<file path="config.mk">
export PLATFORM = sky130hd
export DESIGN_NAME = seg7_scan_driver
export DESIGN_NICKNAME = d
export VERILOG_FILES = /design/src/rtl/seg7_scan_driver_pkg.sv /design/src/rtl/seg7_scan_driver_char_decoder.sv /design/src/rtl/seg7_scan_driver.sv
export SDC_FILE = /design/constraint.sdc
export NUM_CORES = 1
export LEC_CHECK = 0
export CAP_MARGIN = 10
export CORE_MARGIN = 4
export CORE_UTILIZATION = 41
export CTS_BUF_LIST = sky130_fd_sc_hd__clkbuf_16
export CTS_CLUSTER_SIZE = 12
export DETAILED_ROUTE_END_ITERATION = 10
export SYNTH_ARGS = -nofsm -noshare
export SYNTH_HDL_FRONTEND = slang
export SYNTH_HIERARCHICAL = 1
export SYNTH_SLANG_ARGS = --single-unit
export TNS_END_PERCENT = 10
</file>
<file path="constraint.sdc">
create_clock -name clk -period 4.6 [get_ports clk]
set_clock_uncertainty 0.1 [all_clocks]
set_input_delay 0.92 -clock clk [delete_from_list [all_inputs] [get_ports clk]]
set_output_delay 0.92 -clock clk [all_outputs]
set_load 0.01 [all_outputs]
</file>
<file path="src/rtl/seg7_scan_driver_pkg.sv">
// -----------------------------------------------------------------------------
// seg7_scan_driver_pkg
// Shared definitions for the 7-segment display path:
//   - SYS_CLK_FREQ   : default system clock frequency in Hz
//   - code_t         : 5-bit display character code produced by the display
//                      controller (0..9, A, b, C, d, E, F, t, J, r, H(-), BLK)
//   - seg_pattern_t  : {a,b,c,d,e,f,g,dp}, active-high
//   - seg7_decode()  : code_t -> segment pattern with dp forced to 0
// -----------------------------------------------------------------------------
package seg7_scan_driver_pkg;

  localparam int SYS_CLK_FREQ = 100_000_000;

  typedef logic [4:0] code_t;

  localparam code_t CHAR_0   = 5'd0;
  localparam code_t CHAR_1   = 5'd1;
  localparam code_t CHAR_2   = 5'd2;
  localparam code_t CHAR_3   = 5'd3;
  localparam code_t CHAR_4   = 5'd4;
  localparam code_t CHAR_5   = 5'd5;
  localparam code_t CHAR_6   = 5'd6;
  localparam code_t CHAR_7   = 5'd7;
  localparam code_t CHAR_8   = 5'd8;
  localparam code_t CHAR_9   = 5'd9;
  localparam code_t CHAR_A   = 5'd10;
  localparam code_t CHAR_B   = 5'd11;  // lower-case b
  localparam code_t CHAR_C   = 5'd12;
  localparam code_t CHAR_D   = 5'd13;  // lower-case d
  localparam code_t CHAR_E   = 5'd14;
  localparam code_t CHAR_F   = 5'd15;
  localparam code_t CHAR_T   = 5'd16;  // lower-case t
  localparam code_t CHAR_J   = 5'd17;
  localparam code_t CHAR_R   = 5'd18;  // lower-case r
  localparam code_t CHAR_H   = 5'd19;  // dash, segment g only
  localparam code_t CHAR_BLK = 5'd31;

  typedef logic [7:0] seg_pattern_t;

  localparam seg_pattern_t SEG_BLANK = 8'h00;

  // Character lookup; unused codes 20..30 and BLK render blank.
  function automatic seg_pattern_t seg7_decode(input code_t code);
    logic [6:0] abcdefg;
    case (code)
      CHAR_0:  abcdefg = 7'b1111110;
      CHAR_1:  abcdefg = 7'b0110000;
      CHAR_2:  abcdefg = 7'b1101101;
      CHAR_3:  abcdefg = 7'b1111001;
      CHAR_4:  abcdefg = 7'b0110011;
      CHAR_5:  abcdefg = 7'b1011011;
      CHAR_6:  abcdefg = 7'b1011111;
      CHAR_7:  abcdefg = 7'b1110000;
      CHAR_8:  abcdefg = 7'b1111111;
      CHAR_9:  abcdefg = 7'b1111011;
      CHAR_A:  abcdefg = 7'b1110111;
      CHAR_B:  abcdefg = 7'b0011111;
      CHAR_C:  abcdefg = 7'b1001110;
      CHAR_D:  abcdefg = 7'b0111101;
      CHAR_E:  abcdefg = 7'b1001111;
      CHAR_F:  abcdefg = 7'b1000111;
      CHAR_T:  abcdefg = 7'b0001111;
      CHAR_J:  abcdefg = 7'b0111000;
      CHAR_R:  abcdefg = 7'b0000101;
      CHAR_H:  abcdefg = 7'b0000001;
      default: abcdefg = 7'b0000000;
    endcase
    return {abcdefg, 1'b0};
  endfunction

endpackage

</file>
<file path="src/rtl/seg7_scan_driver_char_decoder.sv">
// -----------------------------------------------------------------------------
// seg7_char_decoder
// Purely combinational code_t -> abcdefg lookup. Kept as its own block so a
// future LED/UART echo path can reuse the same character table.
// Ports:
//   i_code     in  5   character code
//   o_abcdefg  out 7   segments a..g, active-high
// -----------------------------------------------------------------------------
module seg7_char_decoder
  import seg7_scan_driver_pkg::*;
(
  input  code_t       i_code,
  output logic [6:0]  o_abcdefg
);

  // The lookup always returns dp=0; the decimal point is owned by the caller.
  logic w_unused_dp;

  assign {o_abcdefg, w_unused_dp} = seg7_decode(i_code);

endmodule

</file>
<file path="src/rtl/seg7_scan_driver.sv">
// -----------------------------------------------------------------------------
// seg7_scan_driver
// Drives a time-multiplexed, active-high 7-segment bank from NUM_DIGITS code_t
// characters. New content is double-buffered (staging -> active) and only
// becomes visible at a frame boundary, so a frame is never torn.
//
// Parameters:
//   CLK_FREQ    input clock in Hz
//   DIGIT_HZ    dwell rate per digit; DIV = CLK_FREQ/DIGIT_HZ cycles (>= 2)
//   NUM_DIGITS  digits scanned (>= 2)
// Ports:
//   clk       in   1             clock
//   rst_n     in   1             synchronous reset, active-low
//   codes_i   in   NUM_DIGITS*5  packed code_t per digit, digit 0 rightmost
//   dp_i      in   NUM_DIGITS    decimal point per digit
//   update_i  in   1             strobe: capture codes_i/dp_i/blink_i
//   blink_i   in   NUM_DIGITS    per-digit blink mask (SEG7_BLINK_EN only)
//   an_o      out  NUM_DIGITS    digit enable, one-hot or all-zero
//   seg_o     out  8             {a,b,c,d,e,f,g,dp}
//   frame_o   out  1             pulse, coincides with an_o[0] rising
// Configuration macro:
//   SEG7_BLINK_EN  adds a 2 Hz blink phase that blanks masked digits.
// -----------------------------------------------------------------------------
module seg7_scan_driver
  import seg7_scan_driver_pkg::*;
#(
  parameter int CLK_FREQ   = SYS_CLK_FREQ,
  parameter int DIGIT_HZ   = 1000,
  parameter int NUM_DIGITS = 8
) (
  input  logic                    clk,
  input  logic                    rst_n,
  input  logic [NUM_DIGITS*5-1:0] codes_i,
  input  logic [NUM_DIGITS-1:0]   dp_i,
  input  logic                    update_i,
  input  logic [NUM_DIGITS-1:0]   blink_i,
  output logic [NUM_DIGITS-1:0]   an_o,
  output logic [7:0]              seg_o,
  output logic                    frame_o
);

  localparam int DIV   = CLK_FREQ / DIGIT_HZ;
  localparam int DIV_W = $clog2(DIV);
  localparam int IDX_W = $clog2(NUM_DIGITS);

  localparam logic [DIV_W-1:0] DIV_LAST = DIV_W'(DIV - 1);
  localparam logic [IDX_W-1:0] IDX_LAST = IDX_W'(NUM_DIGITS - 1);

  // ---------------------------------------------------------------------------
  // Scan divider and digit index
  // ---------------------------------------------------------------------------
  logic [DIV_W-1:0] r_div_cnt;
  logic [IDX_W-1:0] r_idx;
  logic             w_digit_end;
  logic             w_wrap;

  assign w_digit_end = (r_div_cnt == DIV_LAST);
  assign w_wrap      = w_digit_end && (r_idx == IDX_LAST);  // frame boundary

  // NOTE: clocked state uses <= so every register samples pre-edge values;
  // blocking = here would make later statements see already-updated state.
  always_ff @(posedge clk) begin
    if (!rst_n) begin
      r_div_cnt <= '0;
      r_idx     <= '0;
    end else if (w_digit_end) begin
      r_div_cnt <= '0;
      r_idx     <= (r_idx == IDX_LAST) ? '0 : r_idx + 1'b1;
    end else begin
      r_div_cnt <= r_div_cnt + 1'b1;
    end
  end

  // ---------------------------------------------------------------------------
  // Staging / active buffers
  // ---------------------------------------------------------------------------
  code_t w_in_code [NUM_DIGITS];

  for (genvar k = 0; k < NUM_DIGITS; k++) begin : g_unpack
    assign w_in_code[k] = codes_i[5*k +: 5];
  end

  code_t                 r_stage_code [NUM_DIGITS];
  code_t                 r_act_code   [NUM_DIGITS];
  logic [NUM_DIGITS-1:0] r_stage_dp;
  logic [NUM_DIGITS-1:0] r_act_dp;
  logic                  r_pending;
  logic                  w_bypass;
  logic                  w_commit;

  // An update landing on the boundary itself goes straight to active;
  // otherwise a pending staged update is committed at the boundary.
  assign w_bypass = w_wrap && update_i;
  assign w_commit = w_wrap && !update_i && r_pending;

  // NOTE: these small buffers are reset (unlike a plain storage RAM) because
  // the display must come up blank, never showing power-up garbage.
  always_ff @(posedge clk) begin
    if (!rst_n) begin
      for (int k = 0; k < NUM_DIGITS; k++) begin
        r_stage_code[k] <= CHAR_BLK;
        r_act_code[k]   <= CHAR_BLK;
      end
      r_stage_dp <= '0;
      r_act_dp   <= '0;
      r_pending  <= 1'b0;
    end else begin
      if (update_i) begin
        r_stage_code <= w_in_code;
        r_stage_dp   <= dp_i;
      end

      if (w_bypass) begin
        r_act_code <= w_in_code;
        r_act_dp   <= dp_i;
      end else if (w_commit) begin
        r_act_code <= r_stage_code;
        r_act_dp   <= r_stage_dp;
      end

      // Every boundary leaves nothing pending: either committed, bypassed,
      // or there was nothing to do.
      if (w_wrap) begin
        r_pending <= 1'b0;
      end else if (update_i) begin
        r_pending <= 1'b1;
      end
    end
  end

  // ---------------------------------------------------------------------------
  // Optional blink: 2 Hz phase, blanks masked digits while high
  // ---------------------------------------------------------------------------
`ifdef SEG7_BLINK_EN
  localparam int BLINK_DIV = CLK_FREQ / 4;
  localparam int BLINK_W   = (BLINK_DIV > 1) ? $clog2(BLINK_DIV) : 1;

  localparam logic [BLINK_W-1:0] BLINK_LAST = BLINK_W'(BLINK_DIV - 1);

  logic [BLINK_W-1:0]    r_blink_cnt;
  logic                  r_blink_phase;
  logic [NUM_DIGITS-1:0] r_stage_blink;
  logic [NUM_DIGITS-1:0] r_act_blink;

  always_ff @(posedge clk) begin
    if (!rst_n) begin
      r_blink_cnt   <= '0;
      r_blink_phase <= 1'b0;
    end else if (r_blink_cnt == BLINK_LAST) begin
      r_blink_cnt   <= '0;
      r_blink_phase <= ~r_blink_phase;
    end else begin
      r_blink_cnt <= r_blink_cnt + 1'b1;
    end
  end

  // Follows the same staging/commit rules as the code and dp buffers.
  always_ff @(posedge clk) begin
    if (!rst_n) begin
      r_stage_blink <= '0;
      r_act_blink   <= '0;
    end else begin
      if (update_i) begin
        r_stage_blink <= blink_i;
      end
      if (w_bypass) begin
        r_act_blink <= blink_i;
      end else if (w_commit) begin
        r_act_blink <= r_stage_blink;
      end
    end
  end
`else
  logic w_unused_blink;

  assign w_unused_blink = ^blink_i;
`endif

  // ---------------------------------------------------------------------------
  // Output stage
  // ---------------------------------------------------------------------------
  logic [6:0]            w_abcdefg;
  logic [7:0]            w_seg_next;
  logic [NUM_DIGITS-1:0] w_an_next;

  seg7_char_decoder u_decoder (
    .i_code    (r_act_code[r_idx]),
    .o_abcdefg (w_abcdefg)
  );

  // NOTE: every variable gets a default at the top of always_comb so no path
  // leaves it unassigned, which would otherwise infer a latch.
  always_comb begin
    w_an_next        = '0;
    w_an_next[r_idx] = 1'b1;
    w_seg_next       = {w_abcdefg, r_act_dp[r_idx]};
`ifdef SEG7_BLINK_EN
    if (r_blink_phase && r_act_blink[r_idx]) begin
      w_seg_next = SEG_BLANK;
    end
`endif
  end

  logic [NUM_DIGITS-1:0] r_an;
  logic [7:0]            r_seg;
  logic                  r_wrap_d;
  logic                  r_frame;

  // r_wrap_d marks the first cycle with idx=0; one more register stage lines
  // frame_o up with the registered an_o[0] rising edge.
  always_ff @(posedge clk) begin
    if (!rst_n) begin
      r_an     <= '0;
      r_seg    <= SEG_BLANK;
      r_wrap_d <= 1'b0;
      r_frame  <= 1'b0;
    end else begin
      r_an     <= w_an_next;
      r_seg    <= w_seg_next;
      r_wrap_d <= w_wrap;
      r_frame  <= r_wrap_d;
    end
  end

  assign an_o    = r_an;
  assign seg_o   = r_seg;
  assign frame_o = r_frame;

endmodule
</file>
[After elaboration in Yosys (flattened, before gate mapping)]
Memories as Yosys holds them, arrays and structs flattened. A register that Yosys moved wholly into a read port is not among the register bits.
Cells that the tools add are included.
Operators by class
  add/subtract/negate cells: 2
  magnitude comparators: 3
  equal/unequal tests: 2
  muxes and demuxes: 12
  bitwise logic cells: 2
  reduce and logical (&&, ||, !) cells: 10
Operator list (number)
  $mux W40: 2
  $add A17 B1 Y17 const B: 1
  $eq A17 B17 Y1 const B: 1
  $mux W8: 2
  $bmux W5 S3: 1
  $mux W5: 2
  $logic_and A1 B1 Y1: 5
  $ge A4 B4 Y1 const B: 1
  $lt A3 B4 Y1 const B: 1
  $not A3 Y4: 1
  $reduce_or A2 Y1: 2
  $add A3 B1 Y3 const B: 1
  $bmux W1 S3: 1
  $demux W1 S3: 1
  $eq A3 B3 Y1 const B: 1
  $ge A3 B1 Y1 const B: 1
  $mux W3: 1
  $logic_not A1 Y1: 2
  $mux W1: 2
  $reduce_bool A2 Y1: 1
  $not A1 Y1: 1
Word-level totals
  register bits after elaboration: 135
  bits in read-only memories: 224
  bits of input ports: 59
  output and inout bits: 17
  word-level logic and storage cells: 57
  memories kept: 1
Memories
  (no name shown): depth 32, bits a word 7, read ports 1, clocked after Yosys merged registers in 1, wr ports 0, RTL line seg7_scan_driver_pkg.sv:45  | case (code)

[Depth between registers and ports, before layout]
Gate-level depths: netlist (run 1).
  depth after elaboration: 6
  mapped depth: 13
  mapped depth without buffers: 10

[Hierarchy]
Netlist (run 1), hierarchy kept.
By module, submodules not included
  seg7_scan_driver: instances 1, cells each 523, area an instance 5484.0 um^2, seq. area each 2702.6 um^2
  seg7_char_decoder: instances 1, cells each 50, area an instance 340.3 um^2, seq. area each 0.0 um^2

[Worst setup path after synthesis (run 1)]
OpenSTA, ideal clock, no wires.
  path kind: flip-flop to flip-flop
  from: register r_idx[0]
  to: register r_seg[4], in the netlist seg_o[4]
  setup time: 115 ps
  data arrival time: 3047 ps
  required time: 4385 ps
  slack: 1338 ps
  cell stages (with the launch flop): 13
  buffers on the path: 4
  clock period less this slack: 3262 ps
  cell sequence: dfxtp_1 clkbuf_1 clkbuf_1 buf_1 buf_2 a21oi_1 o21ai_0 inv_1 ha_1 or2_0 a31oi_1 o22ai_1 and2_1
Between the ends
  cells in the longest elaborated chain, start to end: 4
RTL lines
  start, declared: RTL line seg7_scan_driver.sv:53  | logic [IDX_W-1:0] r_idx;
  start signal, assigned: RTL line seg7_scan_driver.sv:68  | r_idx <= (r_idx == IDX_LAST) ? '0 : r_idx + 1'b1;
  $not A3 Y4 (implied by the code): RTL line seg7_scan_driver.sv:187  | .i_code (r_act_code[r_idx]),
  $bmux W5 S3: RTL line seg7_scan_driver.sv:187
  $mux W5 (implied by the code) (2 in a row): RTL line seg7_scan_driver.sv:187
  end, declared: RTL line seg7_scan_driver.sv:205  | logic [7:0] r_seg;
Every way passes these cells. The select of a mux whose other input is x is not followed.
A chain may end at the register's enable or synchronous reset.

[Worst setup path in the final report (run 1)]
  from: register r_idx[2]
  to: register r_seg[4], in the netlist seg_o[4]
Same word-level chain as after synthesis.

==> metrics.md, run 1 <==
| Metric | Value |
|---|---|
| Core area | 13,900 µm² |
| Setup TNS | 0 ns |
| Fin area | around 7300 µm² |
| Area growth from synthesis to layout | 24.7% |
| GRT Total Usage | 0.154 |
| Clock slew at reported path FFs | ~0.06 ns |
| Initial antenna violation count | 0 |
| PortBufs | 67 |
| Relative slew slack | 0.232 |
| Worst-path maximum fanout | 24 |
| Max IR drop VDD | 0.238 mV |
| Share of post-route cells with drive strength above 1 | 0.120 |
| Crit. End Element | flip-flop |
| Yosys reg bits | 135 |
| Slew @ Worst Pin | 1.15 ns |
| Most used flip-flop cell after synthesis | dfxtp_1 |
| Clock power frac | 0.528 |
| Detailed Route WL | 11,900 µm |
| CTS tree | done |
| Yosys cell types | 53 |
| RD Place Congestion | between 0.8 and 0.9 |
| Setup CP Type | reg2reg |
| Die area | ~16,000 µm² |
| WL/cell | approximately 15 µm |
| Die width | 127 µm |
| Total vias in the final route | between 4,000 and 5,000 |
| Cell Area, Synth | 5820 µm² |
| Pleak | 2.70 nW |
| Dpl hpwl | ~7900 µm |
| Post-layout util | 0.523 |
| Worst Hold Class | reg2reg |
| # diodes | 0 |
| Internal cell power | 2.27 mW |
| Ratio of final minimum period to clock period | 0.731 |
| Starting Density | 0.420 |
| Max clock buf depth | 2 |
| Minimum clock period | 3.36 ns |
| Startpoint types | flip-flop |
| RSZ-0062 raised after global routing | no |
| Clk_lat worst skew | 0.42 ns |
| Initial DRT Pass Iterations | 4 |
| # H-tree levels | 4 |
| Status | finished, final reports clean |
| Switching Fraction | 0.196 |
| Arrival @ worst endpoint | 3.57 ns |
| Clock Root Buffer | clkbuf_16 |
| Number of flops mapped to enable cells by yosys | 0 |
| Synthesized area per cell | 10.2 µm² |
| Post-DP Area | 6610 µm² |
| Die Span Y | 127 µm |
| Layout net count | 698 |
| Clock Sinks | 135 |
| WP data required | 4.81 ns |
| Ys async rst share | 0 |
| # Post-CTS Setup Buffers | 0 |
| Sw Pwr | 554 µW |
| Vias in the first global route | 4,136 |
| Largest net degree at the start of global routing | between 60 and 70 |
| Synth Instances | between 500 and 600 |
| Synth Warn # | 6 |
| Floorplan row count | 43 |
| Commonest non-fill, non-tap cell in the layout | dfxtp_1 |
| Starting DRC count in detailed routing | between 200 and 250 |
| Cts-stage hold buffer count | 0 |
| Grt ovf | 0 |
| DR vias/cell | 4.98 |
| First-pass GRT wire length | about 20,000 µm |
| Power per cell area | 389 nW/µm² |
| Most frequent cells in the layout | dfxtp_1 (135), clkdlybuf4s50_1 (65), mux2i_1 (64) |
| Max Cap Viol | 0 |
| Post-CTS resize count | 0 |
| Flop pwr share | 0.427 |
| CTS buffer count | 17 |
| Remaining DRCs | 0 |
| Final Max Slew Viols | 0 |
| Post-synth net total | 642 |
| Combinational share of power | 0.046 |
| Final setup viols | 0 |
| Final hold vios | 0 |
| F_max | 297 MHz |
| ANT nets after route | 0 |
| Sequential area share after synthesis | 0.464 |
| Io pins | 76 |
[worst max-delay path, stage by stage (launching register included)]
cell,delay [ns]
dfxtp_1,0.87
nand2_1,0.38
o22a_1,0.26
o21ai_0,0.34
inv_1,0.20
ha_1,0.32
or2_0,0.24
a31oi_1,0.23
o22ai_1,0.11
and2_1,0.19
[sequential cells by signal (all words and copies together) (netlist names)]
signal and flops:
r_div_cnt 17, r_act_code 40, r_stage_dp 8, r_wrap_d 1, an_o 8, seg_o 8, r_pending 1, r_stage_code 40
frame_o 1, r_act_dp 8, r_idx 3
[final timing paths]
| kind | startpoint | end | slack (ns) | cells past startpoint |
|---|---|---|---|---|
| max | r_idx[2] | seg_o[4] | 1.24 | 9 |
| min | r_wrap_d | frame_o | 0.35 | 1 |
| max reg2reg | r_idx[2] | seg_o[4] | 1.24 | 9 |
| min reg2reg | r_wrap_d | frame_o | 0.35 | 1 |
[cell usage after synthesis, types with 7 or more instances]
library cell    n  area [µm²]
mux2_2         31         349
nand2b_1       46         288
mux2_1         21         236
o21ai_0        11        55.1
dfxtp_1       135        2700
nor2_1         25        93.8
nand3_1         9        45.0
inv_1          10        37.5
ha_1           10         125
and2_1         16         100
nor2b_1        12        75.1
nor4_1          7        43.8
mux2i_1        64         641
xnor2_1        11        96.3
nand2_1        57         214
clkbuf_1       21        78.8
buf_1           8        30.0
[metal layers]
| metal | routed length (µm) | track usage | up-vias |
|---|---|---|---|
| met1 | 5650 | 0.200 | 1917 |
| met4 | 101 | 0.0625 | 0 |
| met2 | 5620 | 0.244 | 87 |
| met3 | 550 | 0.0422 | 9 |
| met5 | 0 | 0 | - |
| li1 | - | - | 2080 |
[logic make-up (layout without fill, tap and decap cells)]
group / Yosys count / in the layout / share of synthesized area
xor gates and xnor gates: 14 / 14 / 0.0211
muxes: 118 / 118 / 0.218
AOI/OAI and AO/OA: 46 / 46 / 0.0539
DFF: 135 / 135 / 0.464
buffers and inverters: 49 / 118 / 0.0372
adders and majority gates: 10 / 10 / 0.0215
and+or+nand+nor: 201 / 201 / 0.184
[through the flow]
stage,instances,setup WS [ns],power [mW],hold slack [ns]
finish,822,1.24,2.83,0.347
global route,822,1.06,2.93,0.379
global placement,790,1.37,1.36,0.331
CTS,822,1.28,2.87,0.351
floorplan,573,1.34,1.30,0.312
detailed placement,790,1.30,1.36,0.327
[cell type report]
type,count,area [µm²]
inverter,11,41.3
sequential,135,2700
timing repair buffer,75,723
fill,1263,6620
clock inverter,15,233
clock buffer,17,425
multi-input combinational,389,2910
tap,180,225
[power by group through the flow]
stage	combinational, mW	sequential [mW]	clock [mW]
floorplan	0.0699	1.23	0
global placement	0.129	1.23	0
detailed placement	0.131	1.23	0
CTS	0.132	1.21	1.53
global route	0.144	1.21	1.58
finish	0.129	1.21	1.49
Power figures use the tool's default switching activity.
==> inputs of run 2 (changes only) <==
- clock period: 4.6 -> 3.35 ns (I/O delays scaled with it)
==> run 2 against run 1 <==
  * Wire length grew 4.1%
  * Sequential share of layout area fell by 0.65 points
  * Final area increased by 1.8%
  * Combinational power up 41%
  * Via count grew 0.20%
  * Flip-flop and latch count is the same
  * Final cell count rose by 1.1%
  * Global-route usage is 0.86 points higher
  * Largest cell class unchanged
  * Largest power group unchanged
==> metrics.md, run 2 (synthesized netlist as in run 1, its figures left out) <==
| Metric | Value |
|---|---|
| Clock Root Buffer | clkbuf_16 (unchanged) |
| Largest net degree at the start of global routing | 43 (was 66) |
| Final Max Slew Viols | 0 (unchanged) |
| Startpoint types | flip-flop (unchanged) |
| # diodes | 0 (unchanged) |
| Cell Chain, Critical Path | buf_4 -> nor2_1 -> a22oi_1 -> o22a_1 -> o21ai_0 -> inv_1 -> ha_1 -> or2_0 -> a31oi_1 -> o22ai_1 -> and2_1 (was nand2_1 -> o22a_1 -> o21ai_0 -> inv_1 -> ha_1 -> or2_0 -> a31oi_1 -> o22ai_1 -> and2_1) |
| Dpl hpwl | 8450 µm (was 7920 µm) |
| Clock slew at reported path FFs | 0.06 ns (about the same) |
| R2R cell count | 11 (was 9) |
| RD Place Congestion | 0.844 (was 0.831) |
| CTS tree | done (unchanged) |
| Io pins | 76 (unchanged) |
| Cts-stage hold buffer count | 0 (unchanged) |
| Total vias in the final route | 4,101 (was 4,093) |
| Grt ovf | 0 (unchanged) |
| Clk_lat worst skew | 0.41 ns (was 0.42 ns) |
| Die width | 127 µm (unchanged) |
| Core area | 13,900 µm² (unchanged) |
| Clock Sinks | 135 (unchanged) |
| # H-tree levels | 4 (unchanged) |
| Final hold vios | 0 (unchanged) |
| Detailed Route WL | 12,400 µm (was 11,900 µm) |
| Die Span Y | 127 µm (unchanged) |
| Relative slew slack | 0.359 (was 0.232) |
| Crit. End Element | flip-flop (unchanged) |
| WL/cell | 14.9 µm (was 14.5 µm) |
| Initial antenna violation count | 0 (unchanged) |
| GRT Total Usage | 0.163 (was 0.154) |
| Minimum clock period | 2.86 ns (was 3.36 ns) |
| First-pass GRT wire length | 21,000 µm (was 20,000 µm) |
| Final Worst Setup Slack | 0.485 ns (was 1.24 ns) |
| Starting Density | 0.420 (unchanged) |
| Pre-CTS setup slack | 0.466 ns (was 1.30 ns) |
| Hold path depth | 2 (was 1) |
| WP data required | 3.55 ns (was 4.81 ns) |
| Layout net count | 707 (was 698) |
| Share of post-route cells with drive strength above 1 | 0.132 (was 0.120) |
| # Post-CTS Setup Buffers | 0 (unchanged) |
| ANT nets after route | 0 (unchanged) |
| Setup TNS | 0 ns (unchanged) |
| Arrival @ worst endpoint | 3.07 ns (was 3.57 ns) |
| Largest registers | r_act_code (40), r_stage_code (40), r_div_cnt (17) (unchanged) |
| Power per cell area | 538 nW/µm² (was 389 nW/µm²) |
| Remaining DRCs | 0 (unchanged) |
| Post-CTS resize count | 0 (unchanged) |
| Starting DRC count in detailed routing | 181 (was 237) |
| Initial DRT Pass Iterations | 4 (unchanged) |
| Slew @ Worst Pin | 0.956 ns (was 1.15 ns) |
| PortBufs | 67 (unchanged) |
| Max IR drop VDD | 0.327 mV (was 0.238 mV) |
| Status | finished, final reports clean (unchanged) |
| Commonest non-fill, non-tap cell in the layout | dfxtp_1 (unchanged) |
| Worst-path maximum fanout | 14 (was 24) |
| Worst Hold Class | reg2reg (unchanged) |
| Pleak | 2.78 nW (was 2.70 nW) |
| Final setup viols | 0 (unchanged) |
| RSZ-0062 raised after global routing | no (unchanged) |
| Slowest cell on crit path | dfxtp_1 (unchanged) |
| Area growth from synthesis to layout | 26.9% (was 24.7%) |
| Die area | 16,200 µm² (unchanged) |
| Setup CP Type | reg2reg (unchanged) |
| DR vias/cell | 4.94 (was 4.98) |
| Floorplan row count | 43 (unchanged) |
| Max clock buf depth | 2 (unchanged) |
| F_max | 349 MHz (was 297 MHz) |
| Ratio of final minimum period to clock period | 0.855 (was 0.731) |
| Most frequent cells in the layout | dfxtp_1 (135), clkdlybuf4s50_1 (65), mux2i_1 (64) (unchanged) |
| Vias in the first global route | 4,216 (was 4,136) |
| CTS buffer count | 17 (unchanged) |
| Max Cap Viol | 0 (unchanged) |
| CP peak stage delay | 0.65 ns (was 0.87 ns) |
-- run 2: worst max-delay path, delay by kind of cell (launching register included) --
| kind | cells | cell delay [ns] |
|---|---|---|
| and+or+nand+nor | 3 | 0.50 |
| buffers and inverters | 2 | 0.48 |
| DFF | 1 | 0.65 |
| AOI/OAI and AO/OA | 5 | 0.77 |
| adders and majority gates | 1 | 0.24 |
-- run 2: area by class of cell --
cell class                 instances  area, µm²
inverter                          11       41.3
clock buffer                      17        425
fill                            1258       6490
timing repair buffer              84        828
tap                              180        225
multi-input combinational        389       2910
clock inverter                    15        256
sequential                       135       2700
-- run 2: routing by layer --
layer	GRT usage	part of all wire
met1	0.206	0.47
met2	0.267	0.47
met3	0.0435	0.035
met4	0.0599	0.016
met5	0	0
-- run 2: per-stage QoR --
step	total power, mW	utilization	instance area, µm²	hold WS (ns)	cells
3_3_place_gp	1.87	0.484	6710	0.343	799
3_5_place_dp	1.88	0.484	6710	0.350	799
4_1_cts	4.03	0.533	7390	0.365	831
2_1_floorplan	1.79	-	5820	0.312	573
6_report	3.98	0.533	7390	0.361	831
5_1_grt	4.12	0.533	7390	0.376	831
-- run 2: power by group --
group	switching, mW	internal, mW	total, mW
Combinational	0.0835	0.0981	0.182
Sequential	0.0121	1.65	1.66
Clock	0.677	1.46	2.14
-- run 2: path summary, 6_finish.rpt --
check,startpoint,end,slack [ns]
worst max register to register,r_idx[0],seg_o[4],0.49
worst min-delay path,r_stage_code[27],r_stage_code[27],0.36
worst min register to register,r_stage_code[27],r_stage_code[27],0.36
worst max-delay path,r_idx[0],seg_o[4],0.49
==> inputs of run 3 (changes only) <==
- CORE_UTILIZATION: 41 -> 30
==> run 3 against run 2 <==
  * Core utilization fell by 14 points
  * Combinational power about the same
  * Register-to-register slack improved by 0.13 ns
  * Final cell count increased by 9.5%
  * Non-clock buffer count is 1 lower
  * Global-route usage shrank 4.4 points
  * Hold slack got worse by 0.024 ns
  * Critical endpoint unchanged
  * Largest cell class unchanged
==> metrics.md, run 3 (synthesized netlist as in run 1, its figures left out) <==
| Metric | Value |
|---|---|
| Cts-stage hold buffer count | 0 (unchanged) |
| Largest net degree at the start of global routing | 66 (was 43) |
| Die area | 21,700 µm² (was 16,200 µm²) |
| Io pins | 76 (unchanged) |
| Worst Hold Class | reg2reg (unchanged) |
| Core area | 18,900 µm² (was 13,900 µm²) |
| Slew @ Worst Pin | 0.926 ns (was 0.956 ns) |
| Area growth from synthesis to layout | 25.9% (was 26.9%) |
| Post-layout util | 0.388 (was 0.533) |
| PortBufs | 67 (unchanged) |
| Initial antenna violation count | 0 (unchanged) |
| Crit path from | r_idx[0] (unchanged) |
| Arrival @ worst endpoint | 2.95 ns (was 3.07 ns) |
| GRT Total Usage | 0.119 (was 0.163) |
| Vias in the first global route | 4,196 (was 4,216) |
| Clock Sinks | 135 (unchanged) |
| WP data required | 3.56 ns (was 3.55 ns) |
| Share of post-route cells with drive strength above 1 | 0.128 (was 0.132) |
| # H-tree levels | 4 (unchanged) |
| Commonest non-fill, non-tap cell in the layout | dfxtp_1 (unchanged) |
| Die Span Y | 147 µm (was 127 µm) |
| Clock slew at reported path FFs | 0.06 ns (about the same) |
| Detailed Route WL | 12,600 µm (was 12,400 µm) |
| Register Area | 2700 µm² (unchanged) |
| Pwr Total | 3.53 mW (was 3.98 mW) |
| # placed instances | 878 (was 799) |
| Flop pwr share | 0.469 (was 0.417) |
| Final Worst Setup Slack | 0.616 ns (was 0.485 ns) |
| First-pass GRT wire length | 20,900 µm (was 21,000 µm) |
| DR vias/cell | 4.49 (was 4.94) |
| Fill cell count | 1,859 (was 1,258) |
| Most frequent cells in the layout | dfxtp_1 (135), clkdlybuf4s50_1 (65), mux2i_1 (64) (unchanged) |
| RSZ-0062 raised after global routing | no (unchanged) |
| Sw Pwr | 784 µW (was 773 µW) |
| WHS | 0.337 ns (was 0.361 ns) |
| Floorplan row count | 50 (was 43) |
| Setup TNS | 0 ns (unchanged) |
| Startpoint types | flip-flop (unchanged) |
| Worst-path maximum fanout | 17 (was 14) |
| Initial DRT Pass Iterations | 4 (unchanged) |
| Grt ovf | 0 (unchanged) |
| Max IR drop VDD | 0.342 mV (was 0.327 mV) |
| Clk_lat worst skew | 0.41 ns (about the same) |
| Final Max Slew Viols | 0 (unchanged) |
| Multi-input logic area | 2910 µm² (unchanged) |
| CTS buffer count | 17 (unchanged) |
| ANT nets after route | 0 (unchanged) |
| Hold wc startpoint | r_wrap_d (was r_stage_code[27]) |
| Starting Density | 0.308 (was 0.420) |
| Max clock buf depth | 2 (unchanged) |
| Internal cell power | 2.75 mW (was 3.20 mW) |
| Clock Root Buffer | clkbuf_16 (unchanged) |
| # Post-CTS Setup Buffers | 0 (unchanged) |
| Minimum clock period | 2.73 ns (was 2.86 ns) |
| Final hold vios | 0 (unchanged) |
| Die width | 147 µm (was 127 µm) |
| Final setup viols | 0 (unchanged) |
| Total vias in the final route | 4,089 (was 4,101) |
| Setup CP Type | reg2reg (unchanged) |
| Worst r2r src | r_idx[0] (unchanged) |
| Relative slew slack | 0.379 (was 0.359) |
| WL/cell | 13.9 µm (was 14.9 µm) |
| CTS tree | done (unchanged) |
| Max Cap Viol | 0 (unchanged) |
| Pre-CTS setup slack | 0.667 ns (was 0.466 ns) |
| Largest registers | r_act_code (40), r_stage_code (40), r_div_cnt (17) (unchanged) |
| RD Place Congestion | 0.806 (was 0.844) |
| Dpl hpwl | 8770 µm (was 8450 µm) |
| Pleak | 2.70 nW (was 2.78 nW) |
| Status | finished, final reports clean (unchanged) |
| Fin area | 7330 µm² (was 7390 µm²) |
| Power per cell area | 482 nW/µm² (was 538 nW/µm²) |
| F_max | 366 MHz (was 349 MHz) |
| R2r setup slk | 0.62 ns (was 0.49 ns) |
| Switching Fraction | 0.222 (was 0.194) |
| # diodes | 0 (unchanged) |
| Post-DP Area | 6790 µm² (was 6710 µm²) |
| Starting DRC count in detailed routing | 245 (was 181) |
| Combinational share of power | 0.051 (was 0.046) |
| Clock power frac | 0.480 (was 0.538) |
| Crit. End Element | flip-flop (unchanged) |
| Layout net count | 706 (was 707) |
| Remaining DRCs | 0 (unchanged) |
| Ratio of final minimum period to clock period | 0.816 (was 0.855) |
| Post-Layout Cell Count | 910 (was 831) |
| Post-CTS resize count | 0 (unchanged) |
==> run 3: metal layers <==
layer / routed length, µm / GRT usage / share of wire / vias to the layer above
met3: 581 / 0.0426 / 0.046 / 14
met4: 170 / 0.0336 / 0.013 / 0
li1: - / - / - / 2103
met5: 0 / 0 / 0 / -
met1: 6000 / 0.154 / 0.48 / 1892
met2: 5860 / 0.188 / 0.46 / 80
==> run 3: worst paths after layout <==
| kind | to | cells past startpoint |
|---|---|---|
| max | seg_o[4] | 10 |
| min | frame_o | 1 |
| max reg2reg | seg_o[4] | 10 |
| min reg2reg | frame_o | 1 |
==> run 3: critical path: stages (launching register included) <==
cell and delay (ns):
dfxtp_1 0.44, buf_4 0.28, mux2i_1 0.34, o22a_1 0.19
o21ai_0 0.12, inv_1 0.15, ha_1 0.24, or2_0 0.24
a31oi_1 0.24, o22ai_1 0.11, and2_1 0.16
==> run 3: final cells by class <==
class                      instances  area share
clock inverter                    15      0.0157
multi-input combinational        389       0.397
inverter                          11     0.00563
tap                              260      0.0444
clock buffer                      17      0.0580
sequential                       135       0.369
timing repair buffer              83       0.110
==> run 3: power groups by stage <==
stage	sequential (mW)	combinational (mW)	clock (mW)
floorplan	1.69	0.0960	0
global placement	1.69	0.179	0
detailed placement	1.69	0.182	0
CTS	1.66	0.183	1.75
global route	1.66	0.199	1.82
finish	1.66	0.180	1.70
